[src/rtl/zzseq.sv]
// Job sequencer for the bit-serial matrix-vector unit: walks tiles and zig-zag
// bit-plane pairs, turning zig-zag offsets into absolute weight/data plane addresses.
module zzseq #(
   parameter int unsigned BWADDR = 21,
   parameter int unsigned BPREC  = 4,
   parameter int unsigned BCNT   = 16
) (
   input  logic              clk,
   input  logic              rst_n,
   input  logic              start,
   input  logic [BPREC-1:0]  pw,
   input  logic [BPREC-1:0]  pd,
   input  logic [BWADDR-1:0] wbase,
   input  logic [BWADDR-1:0] dbase,
   input  logic [BCNT-1:0]   ntiles,
   output logic              busy,
   output logic              done,
   output logic              step,
   output logic              clr,
   input  logic [BPREC-1:0]  offw,
   input  logic [BPREC-1:0]  offd,
   input  logic              sh,
   output logic              addr_vld,
   input  logic              addr_rdy,
   output logic [BWADDR-1:0] waddr,
   output logic [BWADDR-1:0] daddr,
   output logic              diag,
   output logic              tlast,
   output logic              jlast
);

   localparam int unsigned BPAIR = 2 * BPREC;
   localparam logic [BPAIR-1:0] PONE = BPAIR'(1);
   localparam logic [BCNT-1:0]  TONE = BCNT'(1);

   typedef enum logic [1:0] {IDLE, RUN, DONE} state_t;

   state_t            state;
   logic [BPREC-1:0]  pw_r, pd_r;
   logic [BWADDR-1:0] wbase_r, dbase_r;
   logic [BWADDR-1:0] wtile, dtile;
   logic [BCNT-1:0]   ntiles_r, tcnt;
   logic [BPAIR-1:0]  prod_r, pcnt;
   logic              hold;
   logic              busy_r, done_r, vld_r;
   logic              accept;
   logic [BPAIR-1:0]  prod_next;

   assign prod_next = BPAIR'(pw) * BPAIR'(pd);
   assign accept    = vld_r & addr_rdy;

   assign step     = accept;
   assign clr      = (state != RUN);
   assign busy     = busy_r;
   assign done     = done_r;
   assign addr_vld = vld_r;

   // Gated by vld so a stale pcnt/prod after a job never shows up as tlast in IDLE.
   assign tlast = vld_r & (pcnt == prod_r - PONE);
   assign jlast = tlast & (tcnt == ntiles_r - TONE);
   // hold covers the cycles where the zig-zag unit has already dropped sh during a stall.
   assign diag  = (pcnt == '0) | sh | hold;

   assign waddr = wbase_r + wtile + BWADDR'(offw);
   assign daddr = dbase_r + dtile + BWADDR'(offd);

   always_ff @(posedge clk or negedge rst_n) begin
      if (!rst_n) begin
         state    <= IDLE;
         pw_r     <= '0;
         pd_r     <= '0;
         wbase_r  <= '0;
         dbase_r  <= '0;
         ntiles_r <= '0;
         prod_r   <= '0;
         pcnt     <= '0;
         tcnt     <= '0;
         wtile    <= '0;
         dtile    <= '0;
         hold     <= 1'b0;
         busy_r   <= 1'b0;
         done_r   <= 1'b0;
         vld_r    <= 1'b0;
      end else begin
         case (state)
            IDLE: begin
               done_r <= 1'b0;
               if (start) begin
                  pw_r     <= pw;
                  pd_r     <= pd;
                  wbase_r  <= wbase;
                  dbase_r  <= dbase;
                  ntiles_r <= ntiles;
                  prod_r   <= prod_next;
                  pcnt     <= '0;
                  tcnt     <= '0;
                  wtile    <= '0;
                  dtile    <= '0;
                  hold     <= 1'b0;
                  if (ntiles == '0 || pw == '0 || pd == '0) begin
                     state  <= DONE;
                     done_r <= 1'b1;
                  end else begin
                     state  <= RUN;
                     busy_r <= 1'b1;
                     vld_r  <= 1'b1;
                  end
               end
            end
            RUN: begin
               if (accept) begin
                  hold <= 1'b0;
                  if (tlast) begin
                     pcnt  <= '0;
                     tcnt  <= tcnt + TONE;
                     wtile <= wtile + BWADDR'(pw_r);
                     dtile <= dtile + BWADDR'(pd_r);
                     if (jlast) begin
                        state  <= DONE;
                        busy_r <= 1'b0;
                        vld_r  <= 1'b0;
                        done_r <= 1'b1;
                     end
                  end else begin
                     pcnt <= pcnt + PONE;
                  end
               end else if (sh) begin
                  hold <= 1'b1;
               end
            end
            DONE: begin
               done_r <= 1'b0;
               state  <= IDLE;
            end
            default: begin
               state  <= IDLE;
               busy_r <= 1'b0;
               vld_r  <= 1'b0;
               done_r <= 1'b0;
            end
         endcase
      end
   end

endmodule

[config.mk]
export PLATFORM = sky130hd
export DESIGN_NAME = zzseq
export DESIGN_NICKNAME = d
export VERILOG_FILES = /design/src/rtl/zzseq.sv
export SDC_FILE = /design/constraint.sdc
export NUM_CORES = 1
export LEC_CHECK = 0
export ABC_CLOCK_PERIOD_IN_PS = 5910
export CAP_MARGIN = 20
export CORE_MARGIN = 1
export CORE_UTILIZATION = 25
export DETAILED_ROUTE_END_ITERATION = 10
export HOLD_SLACK_MARGIN = 0.12
export SLEW_MARGIN = 20
export SYNTH_ARGS = -nofsm -noshare
export SYNTH_HDL_FRONTEND = slang
export SYNTH_SLANG_ARGS = --single-unit
[constraint.sdc]
create_clock -name clk -period 5.91 [get_ports clk]
set_input_delay 1.182 -clock clk [delete_from_list [all_inputs] [get_ports clk]]
set_output_delay 1.182 -clock clk [all_outputs]
set_load 0.02 [all_outputs]
Word level (Yosys, flattened, before mapping)
Cells that the tools add are included.

word-level totals
  register bits after elaboration = 145
  input bits = 79
  output and inout port bits = 50
  logic and storage cells = 94

cells by class
  add/subtract/negate cells = 10
  $mul = 1
  equality and inequality tests = 11
  mux-type cells = 37
  bitwise logic cells = 6
  reductions and logical operators = 15

operator list
  cell                                                 count
  two-way mux 21 bit                                   5
  adder 21 x 4 -> 21 bit                               4
  one-hot mux 21 bit (2 select lines)                  2
  two-way mux 16 bit                                   3
  adder 21 bit                                         2
  one-hot mux 16 bit (2 select lines)                  1
  two-way mux 8 bit                                    3
  adder 16 x 1 -> 16 bit (second input constant)       1
  equality test 16 bit                                 1
  logical NOT 16 bit                                   1
  one-hot mux 8 bit (2 select lines)                   1
  subtractor 16 x 1 -> 16 bit (second input constant)  1
  two-way mux 1 bit                                    13
  two-way mux 2 bit                                    5
  inequality test 2 bit (second input constant)        5
  AND reduction 3 bit                                  3
  adder 8 x 1 -> 8 bit (second input constant)         1
  equality test 8 bit                                  1
  logical NOT 4 bit                                    2
  logical NOT 8 bit                                    1
  multiplier 4 x 4 -> 8 bit                            1
  AND reduction 4 bit                                  2
  subtractor 8 x 1 -> 8 bit (second input constant)    1
  AND reduction 6 bit                                  1
  other kinds (14)                                     19

Logic depth before layout (Yosys ltp)
  depth in word-level cells = 8
  gate-level depth with buffers = 13
  mapped depth without buffers = 13

Worst setup path before layout
OpenSTA, ideal clock, no wires.

  path kind = input to output
  start = input offd[2]
  end = output daddr[20]
  arrival = 3986 ps
  data required time = 4728 ps
  path slack = 742 ps
  stages = 9
  path buffers = 0
  cell sequence = fa_1 > ha_1 > a211o_1 > a21oi_1 > o21ai_0 > nand3_1 > a21boi_0 > or2_2 > o311ai_0

between the ends
  longest elaborated chain between the ends = 1

ends and longest elaborated chain
  item                    line  source
  from (decl)             21    input logic [BPREC-1:0] offd,
  adder 21 x 4 -> 21 bit  65    assign daddr = dbase_r + dtile + BWADDR'(offd);
  to (decl)               26    output logic [BWADDR-1:0] daddr,

No other way between the ends.

Worst setup path in the final report
  start = input offd[2]
  end = output daddr[18]

The elaborated chain is that of the path after synthesis.

==> results.txt <==
Outcome -> finished, final reports clean
Ys flop type -> dfrtp_1
CTS Buf Count -> 17
Biggest area contributors in the synthesized netlist -> dfrtp_1 34%, ha_1 11%, nand2_1 9.4%
Synth unique cells -> 76
Post-DP HPWL -> 20450 µm
P_int -> 3.270 mW
Initial antenna violation count -> 1
Total clock sinks -> 145
Max FO, Critical Path -> 3
Setup TNS -> 0 ns
Critical path required time -> 4.73 ns
Final #Nets -> 1547
Syn. warnings -> 0
Post-CTS Setup Repair Bufs -> 0
Post-synth EDFFs -> 0
Area grow syn2layout -> 23.98%
Tot GR Track Use -> 0.1347
Worst-margin pin slew -> 0.9065 ns
I/O pin total -> 129
Clk_skew -> 0.009846 ns
Finished Core Util -> 0.3148
Top-count cell post-synth -> nand2_1
Clock power share -> 0.210
Pins Over Slew Limit -> 0
Filler cell count -> 4333
Min cycle time layout -> 5.718 ns
Port buffer count -> 128
Final setup fails -> 0
ANT cells -> 0
Ratio of cells with drive above 1 in the final layout -> 0.06569
Sw Ratio -> 0.4185
Period utilisation layout -> 0.9675
Non-Filler Instances -> 1909
Core Box Area -> 41950 µm²
Final count of hold timing violations -> 0
Initial DRC count -> 459
Sequential share of power -> 0.276
Final ANT Viol Nets -> 0
Ys async rst share -> 1.000
CTS tree -> built
Row cnt -> 75
First-pass GRT wire length -> 47670 µm
Routed len/inst -> 15.01 µm
RD Place Congestion -> 0.8081
Drt first pass iters -> 5
Die area -> 43430 µm²
Rel. slew slack -> 0.3957
Clock Pin Slew Worst Setup and Hold Paths -> 0.06 ns
Tot Pwr -> 5.623 mW
Crit path launch type -> input port
Placed Cells -> 1877
P_leak -> 6.151 nW
Die Wd -> 208.4 µm
Seq/Total Area, Yosys -> 0.3407
Power density over cell area -> 425.8 nW/µm²
Arrival @ worst endpoint -> 4.54 ns
Post-synthesis cell count -> 1241
Comb power frac -> 0.514
Critical path type -> in2out
Initial Utilization -> 0.2539
Clock latency at the later pin of the worst-skew pair -> 0.43 ns
Netlist Area Pre-Place -> 10650 µm²
Number of global-route vias before repair -> 9472
Height of the die -> 208.4 µm
RSZ-0062 raised after global routing -> yes
WHS -> 0.4822 ns
Final wirelength -> 28650 µm
Hold Path Class -> reg2reg
Total gr overflow -> 0
Largest net degree at the start of global routing -> 106
FMAX -> 0.1749 GHz
Synth Net Count -> 1431
Worst vdd ir -> 0.3270 mV
Htree depth -> 4
DRC viols -> 0
Net Sw Power -> 2.353 mW
Max-cap violations -> 0
Post-synth top area cell -> dfrtp_1
Syn Area/Cell -> 8.583 µm²
Max clock buf depth -> 2
Synth top cells by count -> 267 x nand2_1, 145 x dfrtp_1, 95 x ha_1
Clk root buf -> clkbuf_16
Top cell type's share of synthesized area -> 0.3407
Vias per inst -> 4.953
Routed via count -> 9456
Yosys reg bits -> 145
Crit end category -> output pin
==> routing by layer <==
layer  share of wire  vias up  track usage
met5         0.00038        -            0
met4           0.012        2      0.04061
met3           0.038       19      0.02536
met2            0.49      173       0.2307
met1            0.46     4592       0.1708
li1                -     4670            -
==> placed cells by master, fill, tap and decap left out, types with 12 or more instances in the layout <==
| cell type | instances |
|---|---|
| nand2_1 | 267 |
| dfrtp_1 | 145 |
| clkdlybuf4s50_1 | 119 |
| ha_1 | 95 |
| a21oi_1 | 78 |
| o21ai_0 | 63 |
| inv_1 | 45 |
| nor2_1 | 45 |
| xnor2_1 | 44 |
| or4_1 | 35 |
| nand3_1 | 35 |
| o31ai_1 | 31 |
| buf_4 | 24 |
| xor2_1 | 23 |
| nand4_1 | 20 |
| a21o_1 | 18 |
| o211ai_1 | 17 |
| clkbuf_16 | 17 |
| and3_1 | 16 |
| or3_1 | 16 |
| fa_1 | 16 |
| and2_1 | 14 |
| nand2b_1 | 13 |
| nor3_1 | 12 |
==> area by class of cell <==
| type | count | area, µm² | share of cell area |
|---|---|---|---|
| multi-input cells | 994 | 6614 | 0.5009 |
| flip-flops and latches | 145 | 3628 | 0.2748 |
| repair buffers | 153 | 1490 | 0.1128 |
| well taps | 539 | 674.4 | 0.05107 |
| clock buffers | 20 | 446.7 | 0.03383 |
| clock inverters | 12 | 178.9 | 0.01355 |
| inverters | 46 | 172.7 | 0.01308 |
==> per-stage QoR <==
| step | setup slack [ns] | cell area (µm²) |
|---|---|---|
| final | 0.1919 | 13210 |
| after CTS | 0.02659 | 13180 |
| after global routing | -0.01936 | 13210 |
| after detailed placement | -0.2614 | 12540 |
| after floorplan | 0.7418 | 10650 |
| after global placement | -0.2279 | 12540 |
==> logic make-up (layout without fill, tap and decap cells) <==
group           count (synthesis)  count (layout)  share of synthesized area
compound gates                286             286                     0.1719
mux                             4               4                   0.004229
buf+inv                       102             231                    0.04229
flops                         145             145                     0.3407
xor+xnor                       67              67                    0.05509
fa+ha+maj                     111             111                     0.1417
simple gates                  526             526                     0.2442
==> power groups by stage <==
| stage | sequential (mW) | combinational (mW) | clock, mW |
|---|---|---|---|
| after floorplan | 1.44 | 1.99 | 0 |
| after global placement | 1.56 | 2.84 | 0 |
| after detailed placement | 1.57 | 2.91 | 0 |
| after CTS | 1.56 | 2.92 | 1.23 |
| after global routing | 1.60 | 3.21 | 1.26 |
| final | 1.55 | 2.89 | 1.18 |
==> path summary, 6_finish.rpt <==
path                            cells after the start           to  slack [ns]         from
worst max register to register                      8     wtile[8]        2.86    prod_r[2]
min in group asynchronous                           1   dbase_r[9]        0.78        rst_n
worst min register to register                      2  dbase_r[16]        0.48  dbase_r[16]
max in group asynchronous                           2   wbase_r[3]        3.89        rst_n
worst min-delay path                                2  dbase_r[16]        0.48  dbase_r[16]
worst max-delay path                               12    daddr[18]        0.19      offd[2]
==> worst max-delay path, cell delays in order <==
cell and delay (ns):
clkdlybuf4s50_1 0.43, fa_1 0.51, ha_1 0.32, a211o_1 0.31, a21oi_1 0.18, o21ai_0 0.23, nand3_1 0.23, a21boi_0 0.16
or2_2 0.33, buf_4 0.14, o211ai_1 0.15, dlygate4sd2_1 0.35
==> repair_timing <==
action                                 CTS  global route
endpoints found under the hold margin    0             0
hold buffers                             0             0
gates resized for setup                  5            13
setup endpoints to repair                5            11
pin swaps                                1             0
==> registers in the layout, summed over array words and instances (netlist names), 2 cells and up <==
name and flops:
wbase_r 21, tcnt 16, wtile 21, pd_r 4
ntiles_r 16, pw_r 4, dbase_r 21, dtile 21
prod_r 8, state 2, pcnt 8
Power figures use the tool's default switching activity.
